## src/rtl/pipelined_carry_skip_addsub.sv

```systemverilog
// pipelined_carry_skip_addsub: pipelined carry-skip adder/subtractor with flags, tag and valid/ready flow control
module pipelined_carry_skip_addsub #(
  parameter int WIDTH = 32,
  parameter int BLOCK = 4,
  parameter int BPS   = 2,
  parameter int TAG_W = 4
) (
  input  logic             clk,
  input  logic             rst,
  input  logic             in_valid,
  output logic             in_ready,
  input  logic [WIDTH-1:0] a,
  input  logic [WIDTH-1:0] b,
  input  logic             cin,
  input  logic             sub,
  input  logic [TAG_W-1:0] tag,
  output logic             out_valid,
  input  logic             out_ready,
  output logic [WIDTH-1:0] sum,
  output logic             cout,
  output logic             ovf,
  output logic             zero,
  output logic [TAG_W-1:0] tag_out
);
  localparam int SW   = BLOCK * BPS;
  localparam int NSTG = WIDTH / SW;
  logic [NSTG-1:0]  v, en, vin, cr, nc, ic;
  logic [WIDTH-1:0] ar [NSTG];
  logic [WIDTH-1:0] br [NSTG];
  logic [WIDTH-1:0] sr [NSTG];
  logic [WIDTH-1:0] ia [NSTG];
  logic [WIDTH-1:0] ib [NSTG];
  logic [WIDTH-1:0] is [NSTG];
  logic [WIDTH-1:0] ns [NSTG];
  logic [TAG_W-1:0] tr [NSTG];
  logic [TAG_W-1:0] it [NSTG];
  logic             ov, zr, nov, nzr, c, bc, pp, pb, cm;
  // stall chain: a stage loads when empty or when its successor drains this cycle
  always_comb begin
    en[NSTG-1] = !v[NSTG-1] || out_ready;
    for (int k = NSTG - 2; k >= 0; k--) en[k] = !v[k] || en[k+1];
  end
  // stage inputs: stage 0 from the ports (b pre-inverted for subtract), later stages from the previous register
  always_comb begin
    ia[0]  = a;
    ib[0]  = b ^ {WIDTH{sub}};
    is[0]  = '0;
    ic[0]  = cin ^ sub;
    it[0]  = tag;
    vin[0] = in_valid;
    for (int k = 1; k < NSTG; k++) begin
      ia[k]  = ar[k-1];
      ib[k]  = br[k-1];
      is[k]  = sr[k-1];
      ic[k]  = cr[k-1];
      it[k]  = tr[k-1];
      vin[k] = v[k-1];
    end
  end
  // per-stage carry-skip slice: ripple within a block, skip the block carry when all bits propagate
  always_comb begin
    c   = 1'b0;
    bc  = 1'b0;
    pp  = 1'b0;
    pb  = 1'b0;
    cm  = 1'b0;
    for (int k = 0; k < NSTG; k++) begin
      ns[k] = is[k];
      c     = ic[k];
      for (int j = 0; j < BPS; j++) begin
        bc = c;
        pb = 1'b1;
        for (int i = 0; i < BLOCK; i++) begin
          pp = ia[k][k*SW + j*BLOCK + i] ^ ib[k][k*SW + j*BLOCK + i];
          ns[k][k*SW + j*BLOCK + i] = pp ^ c;
          cm = (k*SW + j*BLOCK + i == WIDTH - 1) ? c : cm;
          c  = (ia[k][k*SW + j*BLOCK + i] & ib[k][k*SW + j*BLOCK + i]) | (pp & c);
          pb = pb & pp;
        end
        c = pb ? bc : c;
      end
      nc[k] = c;
    end
    nov = cm ^ nc[NSTG-1];
    nzr = ns[NSTG-1] == '0;
  end
  // stage registers: valid moves on every enabled edge, payload only when a real operation arrives
  always_ff @(posedge clk) begin
    if (rst) begin
      v  <= '0;
      cr <= '0;
      ov <= 1'b0;
      zr <= 1'b0;
      for (int k = 0; k < NSTG; k++) begin
        ar[k] <= '0;
        br[k] <= '0;
        sr[k] <= '0;
        tr[k] <= '0;
      end
    end else begin
      for (int k = 0; k < NSTG; k++) begin
        if (en[k]) v[k] <= vin[k];
        if (en[k] && vin[k]) begin
          ar[k] <= ia[k];
          br[k] <= ib[k];
          sr[k] <= ns[k];
          cr[k] <= nc[k];
          tr[k] <= it[k];
        end
      end
      if (en[NSTG-1] && vin[NSTG-1]) begin
        ov <= nov;
        zr <= nzr;
      end
    end
  end
  assign in_ready  = en[0];
  assign out_valid = v[NSTG-1];
  assign sum       = sr[NSTG-1];
  assign cout      = cr[NSTG-1];
  assign tag_out   = tr[NSTG-1];
  assign ovf       = ov;
  assign zero      = zr;
endmodule

```

## config.mk

```make
export PLATFORM = sky130hd
export DESIGN_NAME = pipelined_carry_skip_addsub
export DESIGN_NICKNAME = d
export VERILOG_FILES = /design/src/rtl/pipelined_carry_skip_addsub.sv
export SDC_FILE = /design/constraint.sdc
export NUM_CORES = 1
export LEC_CHECK = 0
export ABC_AREA = 1
export CELL_PAD_IN_SITES_DETAIL_PLACEMENT = 1
export CELL_PAD_IN_SITES_GLOBAL_PLACEMENT = 1
export CORE_MARGIN = 3
export CORE_UTILIZATION = 31
export DETAILED_ROUTE_END_ITERATION = 7
export HOLD_SLACK_MARGIN = 0.05
export PLACE_DENSITY_LB_ADDON = 0.15
export SETUP_SLACK_MARGIN = 0.02
export SYNTH_ARGS = -nofsm -noshare
export SYNTH_HDL_FRONTEND = slang
export SYNTH_SLANG_ARGS = --single-unit
```

## constraint.sdc

```tcl
create_clock -name clk -period 7.2 [get_ports clk]
set_clock_uncertainty 0.05 [all_clocks]
set_input_delay 1.44 -clock clk [delete_from_list [all_inputs] [get_ports clk]]
set_output_delay 1.44 -clock clk [all_outputs]
set_load 0.005 [all_outputs]
```

Word-level counts from Yosys, hierarchy flattened
Memories as Yosys holds them, arrays and structs flattened.
Index checks and enable logic that the tools add are counted.
{ "totals": {"regBits": 10, "ramBits": 400, "in_bits": 74, "out_inout_bits": 41, "word_cells": 268, "memories": 4} }
{ "classes": {"mux": 38, "bitwise_logic": 203, "reduce_logical": 13} }
{ "memory_table": {"columns": ["name", "depth", "width", "rd", "rd_clocked_by_memory_dff", "wr", "line_no", "rtl"], "rows": [
  ["ar", 4, 32, 3, 0, 4, "28", "logic [WIDTH-1:0] ar [NSTG];"],
  ["br", 4, 32, 3, 0, 4, "29", "logic [WIDTH-1:0] br [NSTG];"],
  ["sr", 4, 32, 4, 0, 4, "30", "logic [WIDTH-1:0] sr [NSTG];"],
  ["tr", 4, 4, 4, 0, 4, "35", "logic [TAG_W-1:0] tr [NSTG];"]
]} }
{ "ops": {"columns": ["op", "count"], "rows": [
  ["$mux 32", 12],
  ["$and 1x1->1", 88],
  ["$xor 1x1->1", 66],
  ["$or 1x1->1", 48],
  ["$logic_not 32->1", 1],
  ["$xor 32x32->32", 1],
  ["$mux 1", 22],
  ["$mux 4", 4],
  ["$logic_and 1x1->1", 4],
  ["$logic_not 1->1", 4],
  ["$logic_or 1x1->1", 4]
]} }

Depth between registers and ports, before layout
Gate-level depths: netlist of the first run.
An unclocked memory read counts as a cell.
{ "logic_depth": {"word_depth": 21, "ltp_mapped": 18, "depth_no_buf": 17} }

Least setup slack after synthesis of the first run
No wires, ideal clock.
{ "synth_timing": {"kind": "input-to-reg", "startpoint": "in sub", "endpoint": "mem sr[0][7], data pin", "setup_ns": 0.251, "arrival_ns": 5.297, "slack_ns": 1.603, "stages": 16, "n_path_buf": 2, "cell_sequence": "buf_2 buf_4 xnor2_1 fa_1 fa_1 fa_1 fa_1 o21ai_0 nand2_1 fa_1 fa_1 fa_1 inv_1 fa_1 inv_1 nor2_1"} }
{ "synth_lines": {"columns": ["element", "line_no", "rtl"], "rows": [
  ["start: declaration", "15", "input logic sub,"],
  ["end: declaration", "30", null]
]} }

==> results of run 1 <==
-- logic make-up (layout without fill, tap and decap cells) --
logic type	after synthesis	in the layout	share of synthesized area
AOI/OAI and AO/OA	17	17	0.00927
and+or+nand+nor	264	264	0.117
adders and majority gates	64	64	0.110
xor gates and xnor gates	33	33	0.0306
buffers and inverters	221	357	0.102
DFF	202	202	0.632
-- layout make-up --
class | count | area (sq um)
multi-input cells | 378 | 2530
clock buffers | 29 | 598
flip-flops and latches | 202 | 5970
clock inverters | 11 | 149
inverters | 198 | 746
fillers | 3218 | 18200
repair buffers | 119 | 1170
well taps | 390 | 488
-- routing by layer --
layer | GRT usage | vias to the layer above | share of wire
li1 | - | 2701 | -
met1 | 0.159 | 2476 | 0.48
met2 | 0.178 | 103 | 0.46
met5 | 0 | - | 0
met4 | 0.0279 | 0 | 0.015
met3 | 0.0222 | 20 | 0.045
-- worst register-to-register path: cells and delay by family (launching register included) --
kind,cells,cell delay (ns)
buffers and inverters,3,0.26
adders and majority gates,8,2.95
and+or+nand+nor,4,0.35
AOI/OAI and AO/OA,2,0.21
DFF,1,0.39
-- power by group through the flow --
stage	Combinational, mW	Clock [mW]	Sequential, mW
detailed placement	0.260	0	1.42
floorplan	0.149	0	1.41
global placement	0.257	0	1.42
CTS	0.262	1.22	1.39
finish	0.252	1.17	1.39
global route	0.296	1.27	1.40
-- metrics by stage --
| stage | instance area (sq um) | hold slack (ns) | total power, mW | utilization | setup WS, ns |
|---|---|---|---|---|---|
| final | 11600 | 0.424 | 2.82 | 0.390 | 1.73 |
| after global routing | 11600 | 0.465 | 2.97 | 0.390 | 1.50 |
| after detailed placement | 10900 | 0.421 | 1.68 | 0.365 | 1.19 |
| after CTS | 11600 | 0.430 | 2.87 | 0.390 | 1.71 |
| after floorplan | 9450 | 0.397 | 1.56 | - | 1.60 |
| after global placement | 10900 | 0.417 | 1.67 | 0.365 | 1.29 |
-- synth_stat cells (2+ instances only) --
master,count
a21oi_1,6
nor2_1,193
edfxtp_1,192
fa_1,32
inv_1,195
nand4_1,9
buf_6,14
buf_2,7
nor4_1,2
xnor2_1,32
inv_2,2
nor2_2,9
o21ai_0,10
dfxtp_1,10
ha_1,32
nand3_1,14
nand2_1,30
nand2_2,2
-- placed cells by master, fill, tap and decap left out, drive strengths merged --
master,instances
dfxtp,10
edfxtp,192
o21bai,1
xnor2,32
bufinv,4
fa,32
clkinv,7
nor4,2
o21ai,10
ha,32
nand3,16
nor2,203
buf,6
xor2,1
inv,198
clkdlybuf4s50,113
clkbuf,29
nand2,32
a21oi,6
or2,1
nand4,10
-- worst paths after layout --
kind	slack, ns	depth (start not counted)	endpoint
max	1.73	15	sr[0][7]
min	0.42	2	cr[1]
max reg2reg	2.89	17	zero
min reg2reg	0.42	2	cr[1]
-- sequential cells by signal, summed over array words and instances, names as in the netlist --
| signal | count |
|---|---|
| zero | 1 |
| sr | 80 |
| ar | 48 |
| cr | 4 |
| ovf | 1 |
| v | 4 |
| br | 48 |
| tr | 16 |
==> flow_summary.ini, run 1 <==
[power_and_ir_drop]
p_int_mw = 2.20
leakage_nw = 4.78
ir_drop_mv = 0.166
power_frac_clock = 0.416
p_sw_uw = 612
power_density_mw_per_mm2 = 242
sequentialPowerShare = 0.494
combPwrFrac = 0.090
p_sw_frac = 0.217

[clocking]
cts_root_buffer = clkbuf_16
cts_tree = yes
post-cts-setup-buffers = 0
clk_latency_ns = 0.50
cts_max_level = 1
cts.sinks = 202
hold_buffers = 0
clk_pin_slew_worst_paths_ns = 0.06
ctsLongestPathBuffers = 3
cts_buffers = 23
ctsResizeCount = 0

[critical_path]
path_delay_family = adder cells
critPathRequiredTime_ns = 7.38
cp.arrival_ns = 5.65
slowest_delay_ns = 0.44
crit_path_start_kind = input pin
cp_max_fo = 2
crit_chain = clkdlybuf4s50_1 > xnor2_1 > fa_1 > fa_1 > fa_1 > fa_1 > o21ai_0 > nand2_1 > fa_1 > fa_1 > fa_1 > inv_1 > fa_1 > inv_1 > nor2_1
cp-end-kind = register
crit_start = cin
reg2reg_from = br[0][88]
crit_top_cell = fa_1
path_buf_inv = 3
crit_slowest_cell = fa_1
criticalPathCategory = in2reg

[final_layout]
area_delta_synth_final_pct = 23.3
diodes = 0
final_cells = 1327
fin_nets = 1060
layout-drive-gt1-share = 0.0608

[detailed_routing]
wl_microns = 18100
drc = 0
vias = 5300
antenna_left = 0
dr.pass1.iters = 6
via_per_inst = 3.99
drt-wirelength-per-cell_microns = 13.6
dr.first_iter.drc_count = 261

[global_routing]
grt_usage = 0.112
grt-ovfl-total = 0
antenna_found_initial = 0
grt_max_degree = 61
grt_first_pass_wirelength_microns = 29900
grt_pass1_vias = 5695

[synth]
synth_area_leaders = edfxtp_1 (61%), inv_1 (7.7%), nor2_1 (7.7%)
synth_fp_nets = 939
synth_area_leader_cell = edfxtp_1
syn_inst = 801
ys_warn_count = 0
synth_top_area_share = 0.610
synth_cell_types = 28
synth-seq-cells = 202
synth_seq_area_share = 0.632
syn_area_sq_mm = 0.00945
synth.avg_cell_area_sq_um = 11.8
synth_edf_count = 192
async_reset_ff_frac = 0
synthFlopType = edfxtp_1

[place]
placedCellCount = 1287
dp_hpwl_microns = 12800
gp_congestion = 0.715
io_buffer_count = 114

[die]
core_area_sq_mm = 0.0299
dieArea_sq_mm = 0.0326
die_width_microns = 181
ios = 115
start_util = 0.316
num_rows = 63
dieHeight_microns = 181

[sta]
fin_crit_ns = 5.47
finalHoldViolations = 0
tightest_slew_ns = 1.08
final-setup-viol-count = 0
slew_headroom = 0.277
final.period_utilization = 0.760
fmax_ghz = 0.183
timing.setup.tns_ns = 0
rsz0062_at_grt = no
drv_slew = 0

[hold_path]
worstHoldStart = cr[1]
hold_path.class = reg2reg

[status]
outcome = finished clean

[flow_run]
maxCapViolations = 0
(Power assumes the default switching activity.)
==> run 2, diff against run 1 <==
==> constraint.sdc (replaced) <==
create_clock -name clk -period 5 [get_ports clk]
set_clock_uncertainty 0.05 [all_clocks]
set_input_delay 1 -clock clk [delete_from_list [all_inputs] [get_ports clk]]
set_output_delay 1 -clock clk [all_outputs]
set_load 0.005 [all_outputs]
==> run 2 against run 1 <==
  * Global-route usage shrank 0.58 points
  * Utilization is 0.14 points higher
  * Routed wire length decreased by 2.9%
  * Highest routed layer unchanged
  * Die area did not move
  * Largest cell class unchanged
  * Flip-flop and latch count unchanged
  * Non-clock buffer count rose by 5
==> flow_summary.ini, run 2 (synthesized netlist as in run 1, its figures left out) <==
[power_and_ir_drop]
leakage_nw = 4.81
ir_drop_mv = 0.196
p_total_mw = 3.99
power_density_mw_per_mm2 = 342

[detailed_routing]
wl_microns = 17500
drt-wirelength-per-cell_microns = 13.2
vias = 5264
dr.pass1.iters = 4
via_per_inst = 3.95
dr.first_iter.drc_count = 233
drc = 0
antenna_left = 0

[die]
core_area_sq_mm = 0.0299
num_rows = 63
dieArea_sq_mm = 0.0326
die_width_microns = 181
dieHeight_microns = 181
ios = 115
start_util = 0.316

[clocking]
cts_buffers = 23
ctsLongestPathBuffers = 3
cts_max_level = 1
cts_root_buffer = clkbuf_16
cts_tree = yes
clk_latency_ns = 0.49
cts.sinks = 202
clk_pin_slew_worst_paths_ns = 0.06

[sta]
slew_headroom = 0.285
tightest_slew_ns = 1.07
fin_crit_ns = 4.79
timing.setup.tns_ns = 0
finalHoldViolations = 0
drv_slew = 0
final-setup-viol-count = 0
final.period_utilization = 0.957
fmax_ghz = 0.209

[critical_path]
reg2reg_from = br[0][88]
r2r_end = zero
r2r_cells = 17
cp_max_fo = 2
critPathRequiredTime_ns = 5.17
cp.arrival_ns = 4.95
crit_path_start_kind = input pin
criticalPathCategory = in2reg
r2r_slack_ns = 0.71
cp-end-kind = register

[hold_path]
hold_path.class = reg2reg
worstHoldStart = cr[1]
whs_endpoint = cr[1]
hold_depth = 2

[final_layout]
area_delta_synth_final_pct = 23.7
regMostFlops = sr
layout_commonest_cell = inv_1
layout-drive-gt1-share = 0.0723
final_cells = 1331
fin_nets = 1065
largestRegisters = sr (80), ar (48), br (48)
final_cell_mix = inv_1 (195), nor2_1 (193), edfxtp_1 (192)
diodes = 0
largest_reg_flops = 80

[place]
gp_congestion = 0.721
placedCellCount = 1291
io_buffer_count = 114
dp_hpwl_microns = 12700

[global_routing]
grt_usage = 0.106
antenna_found_initial = 0
grt_pass1_vias = 5624
grt_max_degree = 61
grt_first_pass_wirelength_microns = 28600
grt-ovfl-total = 0

[flow_run]
maxCapViolations = 0

[status]
outcome = finished clean
## run 2: cell types whose count changed in the layout (fill, tap and decap cells not counted), sizes merged, moves of 2 or more
cell	delta
buf	+5
clkbuf	-2
clkdlybuf4s50	-2
dlymetal6s2s	+2
## run 2: power breakdown
part / internal [mW] / leakage [nW] / switching [mW]
Combinational: 0.174 / 2.32 / 0.201
Clock: 0.989 / 0.346 / 0.626
Sequential: 1.96 / 2.15 / 0.0414
## run 2: routing by layer
| metal | GRT usage | vias to the layer above | wire length, microns |
|---|---|---|---|
| li1 | - | 2717 | - |
| met1 | 0.147 | 2423 | 8570 |
| met2 | 0.173 | 97 | 7800 |
| met3 | 0.0192 | 27 | 713 |
| met4 | 0.0286 | 0 | 445 |
| met5 | 0 | - | 0 |
## run 2: area by class of cell
class	instances	area, sq um
Fill cell	3224	18200
Sequential cell	202	5970
Multi-Input combinational cell	378	2550
Timing Repair Buffer	124	1220
Inverter	198	746
Clock buffer	27	591
Tap cell	390	488
Clock inverter	12	129
## run 2: per-stage QoR
step	utilization	instance area [sq um]	worst slack (ns)	hold WS (ns)
after floorplan	-	9460	0.0499	0.397
after global placement	0.366	10900	-0.268	0.418
after detailed placement	0.366	10900	-0.381	0.419
after CTS	0.390	11700	0.139	0.428
after global routing	0.391	11700	-0.000606	0.453
final	0.391	11700	0.214	0.428
## run 2: worst max path at each step
stage / cells after the start / slack [ns] / endpoint / start
finish: 15 / 0.21 / sr[0][7] / a[0]
global route: 15 / -0.0006 / sr[0][7] / a[0]
CTS: 15 / 0.14 / sr[0][7] / cin
detailed placement: 15 / -0.38 / sr[0][7] / cin
global placement: 15 / -0.27 / sr[0][7] / cin
floorplan: 16 / 0.05 / sr[0][7] / sub
## run 2: repair_timing
action                     CTS  global route
setup buffers                0             1
resized for setup            0             6
setup endpoints to repair    0             1
hold buffers                 0             0
## run 2: critical path: stages
cell	delay, ns
clkdlybuf4s50_1	0.49
inv_1	0.07
fa_2	0.39
fa_2	0.41
fa_2	0.37
fa_1	0.37
o21ai_1	0.08
nand2_1	0.10
fa_2	0.35
fa_2	0.35
fa_1	0.38
inv_1	0.07
fa_1	0.40
inv_1	0.06
nor2_1	0.04
==> run 3, diff against run 2 <==
--- a/config.mk
+++ b/config.mk
@@ -8,8 +8,9 @@
 export ABC_AREA = 1
 export CELL_PAD_IN_SITES_DETAIL_PLACEMENT = 1
 export CELL_PAD_IN_SITES_GLOBAL_PLACEMENT = 1
-export CORE_MARGIN = 3
+export CORE_MARGIN = 2
 export CORE_UTILIZATION = 31
+export CTS_CLUSTER_SIZE = 12
 export DETAILED_ROUTE_END_ITERATION = 7
 export HOLD_SLACK_MARGIN = 0.05
 export PLACE_DENSITY_LB_ADDON = 0.15
==> run 3 against run 2 <==
  * Total power up 0.11%
  * Routed wire length down 1.6%
  * Critical path depth unchanged
  * Global-route usage up 0.62 points
  * Sequential power about the same
  * Via count down 1.0%
  * Final area down 0.16%
  * Clock power about the same
  * Count of clock-buffer cells in the layout up 5
  * Final cell count about the same
  * First-iteration DRC count down 27%
  * Maximum frequency down 0.26%
  * Critical path type unchanged
  * Critical endpoint unchanged
  * Highest routed layer unchanged
==> flow_summary.ini, run 3 (synthesized netlist as in run 1, its figures left out) <==
[status]
outcome = finished clean

[clocking]
post-cts-setup-buffers = 0
clk_pin_slew_worst_paths_ns = 0.06
ctsResizeCount = 0
cts_root_buffer = clkbuf_16
cts_tree = yes
cts.sinks = 202
cts_max_level = 1
cts_buffers = 23
clk_latency_ns = 0.50
hold_buffers = 0
ctsLongestPathBuffers = 3

[detailed_routing]
dr.first_iter.drc_count = 171
antenna_left = 0
drt-wirelength-per-cell_microns = 13.0
wl_microns = 17300
vias = 5210
dr.pass1.iters = 4
via_per_inst = 3.91
drc = 0

[sta]
drv_slew = 0
fin_crit_ns = 4.80
final-setup-viol-count = 0
finalHoldViolations = 0
rsz0062_at_grt = no
setup_ws_ns = 0.202
slew_headroom = 0.306
fmax_ghz = 0.208
final.period_utilization = 0.960
tightest_slew_ns = 1.04
worst_hold_slack_ns = 0.438

[final_layout]
largestRegisters = sr (80), ar (48), br (48)
layout-drive-gt1-share = 0.0722
area_delta_synth_final_pct = 23.5
nFillCells = 3238
largest_reg_flops = 80
layout_commonest_cell = inv_1
regMostFlops = sr
final_cell_mix = inv_1 (195), nor2_1 (193), edfxtp_1 (192)
diodes = 0
fin_nets = 1064

[die]
num_rows = 63
core_area_sq_mm = 0.0298
ios = 115
dieArea_sq_mm = 0.0319
start_util = 0.317
die_width_microns = 179
dieHeight_microns = 179

[power_and_ir_drop]
ir_drop_mv = 0.197
power_density_mw_per_mm2 = 343
leakage_nw = 4.79

[global_routing]
grt-ovfl-total = 0
grt_first_pass_wirelength_microns = 28300
grt_usage = 0.113
grt_max_degree = 61
antenna_found_initial = 0
grt_pass1_vias = 5484

[hold_path]
worstHoldStart = cr[0]
hold_path.class = reg2reg

[place]
io_buffer_count = 114
dp_slack_ns = -0.344
gp_congestion = 0.686
dp_hpwl_microns = 12600

[critical_path]
cp-end-kind = register
crit_start = cin
reg2reg_from = br[0][88]
cp_max_fo = 2
critPathRequiredTime_ns = 5.18
criticalPathCategory = in2reg
cp.arrival_ns = 4.97
crit_path_start_kind = input pin

[flow_run]
maxCapViolations = 0
==> run 3: final timing paths <==
check,end,slack (ns),depth (start not counted)
worst max-delay path,sr[0][7],0.20,15
worst min-delay path,cr[0],0.44,2
worst min register to register,cr[0],0.44,2
worst max register to register,zero,0.74,17
==> run 3: routing by layer <==
layer | vias to the layer above | track usage | routed length [microns]
li1 | 2708 | - | -
met1 | 2378 | 0.159 | 8600
met2 | 100 | 0.178 | 7560
met3 | 24 | 0.0196 | 763
met4 | 0 | 0.0322 | 326
met5 | - | 0 | 0
==> run 3: layout make-up <==
type | count | area, sq um | share of cell area
clock buffer | 32 | 639 | 0.0548
clock inverter | 9 | 91.3 | 0.00783
inverter | 198 | 746 | 0.0639
multi-input combinational | 378 | 2540 | 0.217
sequential | 202 | 5970 | 0.511
tap | 390 | 488 | 0.0418
timing repair buffer | 123 | 1200 | 0.103
==> run 3: worst max-delay path, stage by stage <==
cell             delay, ns
clkdlybuf4s50_1       0.42
xnor2_1               0.17
fa_2                  0.39
fa_2                  0.35
fa_1                  0.41
fa_1                  0.36
o21ai_0               0.08
nand2_1               0.11
fa_2                  0.35
fa_2                  0.35
fa_1                  0.40
inv_1                 0.08
fa_1                  0.40
inv_1                 0.07
nor2_1                0.04
==> run 3: power breakdown <==
part | internal, mW | switching, mW | total [mW]
logic | 0.172 | 0.199 | 0.370
clock network | 0.990 | 0.635 | 1.62
registers | 1.96 | 0.0405 | 2.00
total | 3.12 | 0.874 | 4.00
==> run 3: through the flow <==
step                std cells  utilization  power (mW)  TNS, ns  area, sq um
floorplan                 801            -        2.25        0         9460
global placement         1291        0.367        2.42   -0.254        10900
detailed placement       1291        0.367        2.42   -0.352        10900
CTS                      1332        0.392        4.08        0        11700
global route             1332        0.392        4.20        0        11700
finish                   1332        0.392        4.00        0        11700
